**config.mk**
```make
export PLATFORM = sky130hd
export DESIGN_NAME = program_counter
export DESIGN_NICKNAME = d
export VERILOG_FILES = /design/src/rtl/pc_pkg.sv /design/src/rtl/program_counter.sv
export SDC_FILE = /design/constraint.sdc
export NUM_CORES = 1
export LEC_CHECK = 0
export BUFFER_PORTS_ARGS = -buffer_cell sky130_fd_sc_hd__buf_2
export CAP_MARGIN = 20
export CORE_AREA = 5 5 42 44
export DETAILED_ROUTE_END_ITERATION = 16
export DIE_AREA = 0 0 47 49
export PLACE_DENSITY_LB_ADDON = 0.25
export SLEW_MARGIN = 20
export SYNTH_ARGS = -nofsm -noshare
export SYNTH_HDL_FRONTEND = slang
export SYNTH_SLANG_ARGS = --single-unit
```
**constraint.sdc**
```tcl
create_clock -name clk -period 0.8 [get_ports clk]
set_input_delay 0.16 -clock clk [delete_from_list [all_inputs] [get_ports clk]]
set_output_delay 0.16 -clock clk [all_outputs]
set_load 0.05 [all_outputs]
```
**src/rtl/pc_pkg.sv**
```systemverilog
// Shared constants and types for the program-counter register.
package pc_pkg;

    localparam int PC_WIDTH = 8;
    localparam logic [PC_WIDTH-1:0] PC_RESET = '0;

    typedef logic [PC_WIDTH-1:0] pc_t;

endpackage

```
**src/rtl/program_counter.sv**
```systemverilog
// Program-counter register: loads the externally computed next PC every rising edge,
// forced asynchronously to RESET_VALUE while rst is high.
module program_counter
    import pc_pkg::*;
#(
    parameter int               WIDTH       = PC_WIDTH,
    parameter logic [WIDTH-1:0] RESET_VALUE = WIDTH'(PC_RESET)
) (
    input  logic             clk,
    input  logic             rst,
    input  logic [WIDTH-1:0] PC,
    output logic [WIDTH-1:0] PC_out
);

    // NOTE: sequential state uses non-blocking assignment so every flop samples
    // pre-edge values; rst is in the sensitivity list to make it take effect at once.
    always_ff @(posedge clk or posedge rst) begin
        if (rst) begin
            PC_out <= RESET_VALUE;
        end else begin
            PC_out <= PC;
        end
    end

`ifndef SYNTHESIS
    logic seen_reset;

    always_ff @(posedge clk or posedge rst) begin
        if (rst) begin
            seen_reset <= 1'b1;
        end
    end

    a_reset_value: assert property (@(posedge clk) rst |-> (PC_out == RESET_VALUE))
        else $error("PC_out differs from RESET_VALUE while rst is high");

    a_load_next: assert property (@(posedge clk) disable iff (rst)
        (!rst && seen_reset === 1'b1) |=> (PC_out == $past(PC)))
        else $error("PC_out did not load the PC sampled one edge earlier");

    a_no_x: assert property (@(posedge clk) (seen_reset === 1'b1) |-> !$isunknown(PC_out))
        else $error("PC_out is unknown after reset");
`endif

endmodule

```
==> flow_metrics.tcl <==
set metrics [dict create \
    status "finished, violations left" \
    violations "setup timing" \
    clock-root-buffer "clkbuf_4" \
    crit_end "PC_out[1]" \
    fp.dieW_um 47 \
    max_freq_mhz 1071 \
    yosysTopAreaCell "dfrtp_1" \
    hp-class "in -> reg" \
    placed_cells 42 \
    final_antenna_net_count 0 \
    worstMarginPinSlew_ps 296.7 \
    synth_nets 19 \
    instances_no_fill 50 \
    gp_congestion 0.6541 \
    leakagePower_uw 0.0002170 \
    powerDensity_nw_per_um2 2074 \
    critPathKind "reg -> out" \
    grt_pass1_vias 182 \
    syn-instance-count 9 \
    firstDrtPassIters 2 \
    timing.final.hold_violations 0 \
    multi_input_area_um2 0 \
    cp-start-kind "flip-flop" \
    drc 0 \
    cp_max_fo 1 \
    grt_start_max_net_pins 9 \
    coreArea_um2 1401 \
    grt_usage_pct 5.248 \
    path_buf_inv 1 \
    via_per_inst 3.340 \
    antenna_found_initial 0 \
    cts_sinks 8 \
    finalWirelength_um 516 \
    syn_avg_cell_area_um2 22.66 \
    critPathMaxStageDelay_ps 380 \
    critPathSlowestCell "dfrtp_1" \
    num_antenna_cells 0 \
    cts_tree "yes" \
    min_period_over_period_pct 116.7 \
    wire_per_inst_um 10.32 \
    clockBufferDepth 2 \
    path_clk_slew_ps 50 \
    required_ps 640 \
    largest_register_ff_count 8 \
    ioPinCount 18 \
    finalWorstSetupSlack_ps -133.6 \
    die_area_um2 2303 \
    fin_setup_tns_ps -1002 \
    drive_gt1_share_pct 58.82 \
    crit_start "PC_out[1]" \
    netlist_area_um2 203.9 \
    crit_chain "buf_6" \
    synth-seq-cells 8 \
    grt_overflow 0 \
    ys_seq_area_share_pct 98.16 \
    worstSetupPathDepth 1 \
    endpoint_kind "primary output" \
    layout.nets 46 \
    port-buffer-count 17 \
    cts.htree.levels 1 \
    die_y_um 49 \
    synth_cell_types 2 \
    pre_cts_ws_ps 65.81 \
    dr_total_vias 167 \
    vdd_ir_drop_max_mv 1.203 \
    reg_top3 "PC_out x8" \
    largest_register "PC_out" \
    period_minus_slack_ps 933.6 \
    syn2layout_area_growth_pct 111.7 \
    synthDominantCellAreaShare_pct 98.16 \
    first_iter_violations 1 \
    placementRows 14 \
    grt_pass1_wl_um 807 \
    start_util_pct 14.55 \
    setup_viol 8 \
    multi_input_gates 0 \
    yosys_warnings 0 \
    slew_violations 0 \
    crit_arrival_ps 770 \
    rsz0062_at_grt "true" \
    cap_violations 0 \
    numCtsBuffers 3 \
    path_delay_family "flip-flops" \
    ys_top_cells_by_area "dfrtp_1 98%, inv_1 1.8%" \
    relSlewSlack_pct 80.20 \
]
## what timing repair did
item,4_1_cts,5_1_grt
gates resized for setup,16,0
endpoints found under the setup margin,8,8
pin swaps,0,0
hold buffers,1,4
hold endpoints to repair,8,4
setup buffers,0,0
cloned,0,0
## through the flow
step	total power, uW	hold WS, ps	util [%]	cell area, um^2
global route	964.5	3.390	30.80	431.7
CTS	903.3	9.224	27.95	391.6
finish	895.1	18.87	30.80	431.7
floorplan	519.3	-24.34	-	203.9
global placement	562.6	103.7	22.05	309.0
detailed placement	565.2	123.9	22.05	309.0
## logic make-up (layout without fill, tap and decap cells)
| family | count (synthesis) | after routing | share of synthesized area [%] |
|---|---|---|---|
| flops | 8 | 8 | 98.16 |
| buf+inv | 1 | 26 | 1.839 |
## worst min path at each step
stage | start | end | depth (start not counted)
2_1_floorplan | rst | PC_out[0] | 1
3_3_place_gp | rst | PC_out[5] | 2
3_5_place_dp | rst | PC_out[4] | 2
4_1_cts | PC[2] | PC_out[2] | 1
5_1_grt | PC[2] | PC_out[2] | 1
6_report | PC[2] | PC_out[2] | 1
## cell usage in the layout (no fill, tap or decap), drive strengths merged
master        n
inv           1
buf          17
clkbuf        3
dfrtp         8
dlygate4sd3   5
## layout make-up
| class | instances | area, um^2 |
|---|---|---|
| Sequential cell | 8 | 200.2 |
| Tap cell | 16 | 20.02 |
| Inverter | 1 | 3.754 |
| Fill cell | 157 | 969.7 |
| Clock buffer | 3 | 22.52 |
| Timing Repair Buffer | 22 | 185.2 |
## synth_stat cells, drive strengths merged
cell type and n:
dfrtp 8, inv 1
## per-layer routing
metal	wire length [um]	vias to the layer above	track usage [%]
li1	-	77	-
met1	172	73	4.944
met2	222	17	7.014
met3	121	0	7.749
met4	0	0	0
met5	0	-	0
## power by group
group	leakage [uW]	total, uW	switching (uW)	internal (uW)
clock	0.0000138	290	119	170
combinational	0.000110	170	98.8	70.7
sequential	0.0000932	436	9.74	426
total	0.000217	895	228	667
Note: power is estimated with default switching activity, not from simulation.
